[src/rtl/blc_line_seq.sv]
// Line sequencer for the 3x3-median black-level-correction path: tracks pixel
// position, strobes black/active windows, runs the reference divide, drains the line buffer.
module blc_line_seq #(
  parameter int BPS_L      = 1,
  parameter int BPN_L      = 100,
  parameter int READ_PIXEL = 16,
  parameter int BPN_R      = 100,
  parameter int CALC_TMO   = 64,
  parameter int LINE_W     = 16
) (
  input  logic              clk,
  input  logic              rst,
  input  logic              in_valid,
  output logic              in_ready,
  output logic              blk_win,
  output logic              act_win,
  output logic              blk_trip,
  output logic              calc_start,
  input  logic              calc_done,
  output logic              rd_en,
  output logic              rd_last,
  input  logic              dn_ready,
  output logic              acc_clr,
  output logic              line_done,
  output logic [LINE_W-1:0] line_cnt,
  output logic              tmo_err,
  output logic [1:0]        fsm_state
);

  // Handshake: a pixel transfers on any cycle where in_valid & in_ready; in_valid
  // may drop at will, in_ready is high exactly while the sequencer is in RX.

  localparam int LINE_LEN = BPS_L + BPN_L + READ_PIXEL + BPN_R;
  localparam int PW = (LINE_LEN > 1) ? $clog2(LINE_LEN) : 1;
  localparam int TW = (CALC_TMO > 1) ? $clog2(CALC_TMO) : 1;
  localparam int DW = (READ_PIXEL > 1) ? $clog2(READ_PIXEL) : 1;

  localparam logic [PW-1:0] BLK0_START = PW'(BPS_L);
  localparam logic [PW-1:0] ACT_START  = PW'(BPS_L + BPN_L);
  localparam logic [PW-1:0] BLK1_START = PW'(BPS_L + BPN_L + READ_PIXEL);
  localparam logic [PW-1:0] PIX_LAST   = PW'(LINE_LEN - 1);
  localparam logic [TW-1:0] TMO_LAST   = TW'(CALC_TMO - 1);
  localparam logic [DW-1:0] DRN_LAST   = DW'(READ_PIXEL - 1);

  typedef enum logic [1:0] {
    RX    = 2'd0,
    CALC  = 2'd1,
    DRAIN = 2'd2
  } state_t;

  state_t          state;
  logic [PW-1:0]   pix_cnt;
  logic [1:0]      blk_ph;
  logic [TW-1:0]   timer;
  logic [DW-1:0]   drn_cnt;
  logic            accept;

  assign fsm_state = state;
  assign in_ready  = (state == RX);
  assign accept    = in_valid & in_ready;

  // Pixel positions at or beyond the line end never occur, so the right black
  // window needs only its lower bound.
  assign blk_win  = accept & (((pix_cnt >= BLK0_START) && (pix_cnt < ACT_START)) ||
                              (pix_cnt >= BLK1_START));
  assign act_win  = accept & (pix_cnt >= ACT_START) & (pix_cnt < BLK1_START);
  assign blk_trip = blk_win & (blk_ph == 2'd2);

  assign rd_en   = (state == DRAIN) & dn_ready;
  assign rd_last = rd_en & (drn_cnt == DRN_LAST);

  always_ff @(posedge clk) begin
    if (rst) begin
      state      <= RX;
      pix_cnt    <= '0;
      blk_ph     <= '0;
      timer      <= '0;
      drn_cnt    <= '0;
      line_cnt   <= '0;
      tmo_err    <= 1'b0;
      calc_start <= 1'b0;
      acc_clr    <= 1'b0;
      line_done  <= 1'b0;
    end else begin
      calc_start <= 1'b0;
      acc_clr    <= 1'b0;
      line_done  <= 1'b0;
      case (state)
        RX: begin
          if (accept) begin
            if (blk_win) begin
              blk_ph <= (blk_ph == 2'd2) ? 2'd0 : blk_ph + 2'd1;
            end
            // End of line: leftover partial triplet is dropped by clearing the phase.
            if (pix_cnt == PIX_LAST) begin
              pix_cnt    <= '0;
              blk_ph     <= '0;
              timer      <= '0;
              calc_start <= 1'b1;
              state      <= CALC;
            end else begin
              pix_cnt <= pix_cnt + 1'b1;
            end
          end
        end
        CALC: begin
          if (calc_done) begin
            drn_cnt <= '0;
            state   <= DRAIN;
          end else if (timer == TMO_LAST) begin
            drn_cnt <= '0;
            tmo_err <= 1'b1;
            state   <= DRAIN;
          end else begin
            timer <= timer + 1'b1;
          end
        end
        DRAIN: begin
          if (rd_en) begin
            if (rd_last) begin
              drn_cnt   <= '0;
              line_done <= 1'b1;
              acc_clr   <= 1'b1;
              line_cnt  <= line_cnt + 1'b1;
              state     <= RX;
            end else begin
              drn_cnt <= drn_cnt + 1'b1;
            end
          end
        end
        default: state <= RX;
      endcase
    end
  end

endmodule

[config.mk]
export PLATFORM = sky130hd
export DESIGN_NAME = blc_line_seq
export DESIGN_NICKNAME = d
export VERILOG_FILES = /design/src/rtl/blc_line_seq.sv
export SDC_FILE = /design/constraint.sdc
export NUM_CORES = 1
export LEC_CHECK = 0
export BUFFER_PORTS_ARGS = -buffer_cell sky130_fd_sc_hd__buf_2
export CAP_MARGIN = 20
export CORE_ASPECT_RATIO = 0.7
export CORE_MARGIN = 5
export CORE_UTILIZATION = 50
export CTS_BUF_LIST = sky130_fd_sc_hd__clkbuf_16
export DETAILED_ROUTE_END_ITERATION = 6
export MAX_ROUTING_LAYER = met4
export PLACE_DENSITY = 0.72
export SLEW_MARGIN = 20
export SYNTH_ARGS = -nofsm -noshare
export SYNTH_HDL_FRONTEND = slang
export SYNTH_SLANG_ARGS = --single-unit
[constraint.sdc]
create_clock -name clk -period 2.7 [get_ports clk]
set_input_delay 0.405 -clock clk [delete_from_list [all_inputs] [get_ports clk]]
set_output_delay 0.405 -clock clk [all_outputs]
set_load 0.01 [all_outputs]
==> impl_metrics.py <==
metrics = {
    "clocking": {
        "cts_root_buffer": "clkbuf_16",
        "post_cts_buffers": 0,
        "cts-buffers-inserted": 5,
        "clk_pin_slew_worst_paths_ns": 0.06,
        "hold_buffers": 0,
        "cts_tree": "done",
        "cts.sinks": 41,
        "ctsHtreeMaxLevel": 2,
        "clock_path_buffers": 2,
        "insertion_delay_ns": 0.28,
        "cts_resized": 0,
    },
    "detailed_routing": {
        "vias": 1615,
        "first_pass_iters": 4,
        "drtIter0Drc": 86,
        "drc_errors": 0,
        "wl_per_cell_microns": 12.8,
        "vias_per_cell": 5.14,
        "ant_nets": 0,
        "routed_wl_microns": 4020,
    },
    "pwr": {
        "p_per_area_nw_per_um2": 539,
        "combPwrFrac_pct": 4.9,
        "p_clk_share_pct": 45.2,
        "vdd_drop_max_mv": 0.310,
        "p_sw_share_pct": 21.3,
        "power_frac_seq_pct": 49.9,
        "power.internal_w": 0.000976,
        "p_leak_nw": 0.933,
        "power_w": 0.00124,
        "p_sw_w": 0.000264,
    },
    "timing": {
        "fin_skew_ns": 0.00530,
        "setup_viol": 0,
        "hold_ws_ns": 0.427,
        "max_freq_mhz": 398,
        "relSlewSlack_pct": 62.3,
        "period_share_pct": 93.1,
        "rsz0062_at_grt": "false",
        "hold_violations": 0,
        "setup-tns-final_ns": 0,
        "finalCriticalPeriod_ns": 2.51,
        "tightest_slew_ns": 0.565,
        "drv_slew": 0,
    },
    "hold_path": {
        "min_path_cells": 3,
        "worstHoldStart": "dn_ready",
        "min-delay-path-class": "in2reg",
        "min_to": "drn_cnt[1]$_SDFFE_PP0P_",
    },
    "setup_path": {
        "crit_arrival_ns": 2.11,
        "startpoint_type": "register",
        "regToRegStartpoint": "pix_cnt[1]$_SDFFE_PP0P_",
        "end_kind": "primary output",
        "reg2reg_depth": 7,
        "reg2reg_slack_ns": 0.62,
        "reg2reg_to": "timer[5]$_SDFFE_PP0P_",
        "cp.required_ns": 2.30,
        "criticalPathCategory": "reg2out",
        "crit_path_max_fanout": 4,
    },
    "yosys": {
        "synth_common_cells": "dfxtp_1 (41), nor2_1 (38), nand2_1 (20), xor2_1 (16), a21oi_1 (13)",
        "syn-num-nets": 240,
        "syn_avg_cell_area_sq_um": 8.57,
        "synth_area_sq_um": 1960,
        "syn_inst": 229,
        "async_reset_ff_share_pct": 0,
        "ys_types": 42,
        "synth_edf_count": 0,
        "synth.area.top_cells": "dfxtp_1 (42%), nor2_1 (7.3%), xor2_1 (7.1%)",
        "synth_most_common_cell": "dfxtp_1",
        "yosys.area.top_type": "dfxtp_1",
        "yosysSeqAreaShare_pct": 41.8,
        "synth_warnings": 0,
        "ys_ff_latch": 41,
        "synth.top_cell.area_share_pct": 41.8,
        "synthFlopType": "dfxtp_1",
    },
    "die": {
        "fp-row-count": 19,
        "die_area_sq_um": 5300,
        "die_w_microns": 84.9,
        "core_area_sq_um": 3850,
        "fp.dieH_microns": 62.4,
        "initial_core_util_pct": 51.0,
        "ios": 33,
    },
    "run_status": {
        "status": "finished, final reports clean",
    },
    "grt": {
        "grt_pass1_vias": 1501,
        "antenna_found_initial": 0,
        "grt.overflow.total": 0,
        "grt_pass1_wl_microns": 7100,
        "grt_usage_pct": 16.8,
        "grt_max_degree": 32,
    },
    "finish": {
        "final_area_sq_um": 2300,
        "drive_above_1_share_pct": 20.6,
        "fin_nets": 272,
        "antenna_cells": 0,
        "syn2layout_area_growth_pct": 17.1,
    },
    "flow_run": {
        "cap_viol_max_count": 0,
    },
    "placed_design": {
        "placed_area_sq_um": 2150,
        "portBuffers": 32,
        "place.gp.congestion": 0.832,
        "dp_hpwl_microns": 2780,
    },
}
cell families after synthesis:
logic type	Yosys count	share of synthesized area [%]
DFF	41	41.8
and+or+nand+nor	115	30.8
adders and majority gates	6	3.82
buffers and inverters	12	3.50
AOI/OAI and AO/OA	29	8.48
xor gates and xnor gates	26	11.6
power by group through the flow:
| stage | clock [W] | sequential (W) | combinational (W) |
|---|---|---|---|
| 2_1_floorplan | 0 | 0.000630 | 0.0000420 |
| 3_3_place_gp | 0 | 0.000631 | 0.0000549 |
| 3_5_place_dp | 0 | 0.000631 | 0.0000550 |
| 4_1_cts | 0.000576 | 0.000618 | 0.0000555 |
| 5_1_grt | 0.000604 | 0.000619 | 0.0000698 |
| 6_report | 0.000560 | 0.000618 | 0.0000612 |
flip-flops by register name, indices dropped and copies added, names as in the netlist:
register	count
line_cnt	16
drn_cnt	4
pix_cnt	8
fsm_state	2
tmo_err	1
timer	6
calc_start	1
blk_ph	2
line_done	1
critical path, stage by stage (launching register included):
cell,delay [ns]
dfxtp_1,0.33
inv_1,0.08
ha_2,0.18
or3b_4,0.39
nor4b_2,0.22
nor4_1,0.10
or2_4,0.25
and3b_1,0.16
buf_2,0.13
cells in the final DEF, fill, tap and decap left out, drive strengths merged:
master / netlist / final
and2b: 2 / 2
nand3: 11 / 11
nor3: 4 / 4
nor4: 3 / 3
or3: 3 / 3
or3b: 2 / 2
dfxtp: 41 / 41
or2: 1 / 1
nand4b: 2 / 2
clkinv: 0 / 2
and4: 3 / 3
ha: 6 / 6
nand2: 20 / 20
nand2b: 5 / 5
and3: 1 / 1
nor3b: 3 / 3
a211oi: 1 / 1
a31oi: 1 / 1
buf: 5 / 34
xnor2: 10 / 10
nor2: 39 / 39
o21ai: 11 / 11
inv: 3 / 4
xor2: 16 / 16
nand3b: 1 / 1
a21oi: 13 / 13
or2b: 2 / 2
nand4: 8 / 8
a22oi: 1 / 1
a41oi: 1 / 1
a21boi: 1 / 1
nor4b: 3 / 3
and2: 1 / 1
and3b: 1 / 1
clkbuf: 4 / 5
layout make-up:
type / instances / area [sq um]
Fill cell: 358 / 1550
Clock buffer: 5 / 125
Inverter: 3 / 11.3
Sequential cell: 41 / 822
Tap cell: 52 / 65.1
Clock inverter: 3 / 13.8
Multi-Input combinational cell: 176 / 1090
Timing Repair Buffer: 34 / 175
per-layer routing:
layer	part of all wire, %	GRT usage (%)	up-vias
li1	-	-	851
met1	53	23.6	722
met2	40	23.2	38
met3	5.6	4.48	4
met4	1.1	5.34	0
met5	0	-	-
through the flow:
stage	utilization, %	instances	setup WS (ns)
after global routing	59.7	314	0.0640
final	59.7	314	0.187
after global placement	55.7	306	0.409
after detailed placement	55.7	306	0.363
after CTS	59.3	314	0.0509
after floorplan	-	229	0.518
how the worst max path moves through the flow:
stage                                       start        to  slack, ns
after global placement    pix_cnt[0]$_SDFFE_PP0P_  blk_trip       0.41
after CTS                 pix_cnt[0]$_SDFFE_PP0P_  blk_trip       0.05
after global routing      pix_cnt[1]$_SDFFE_PP0P_  blk_trip       0.06
after floorplan           pix_cnt[0]$_SDFFE_PP0P_  blk_trip       0.52
after detailed placement  pix_cnt[0]$_SDFFE_PP0P_  blk_trip       0.36
final                     pix_cnt[1]$_SDFFE_PP0P_  blk_trip       0.19
(Power assumes the default switching activity.)
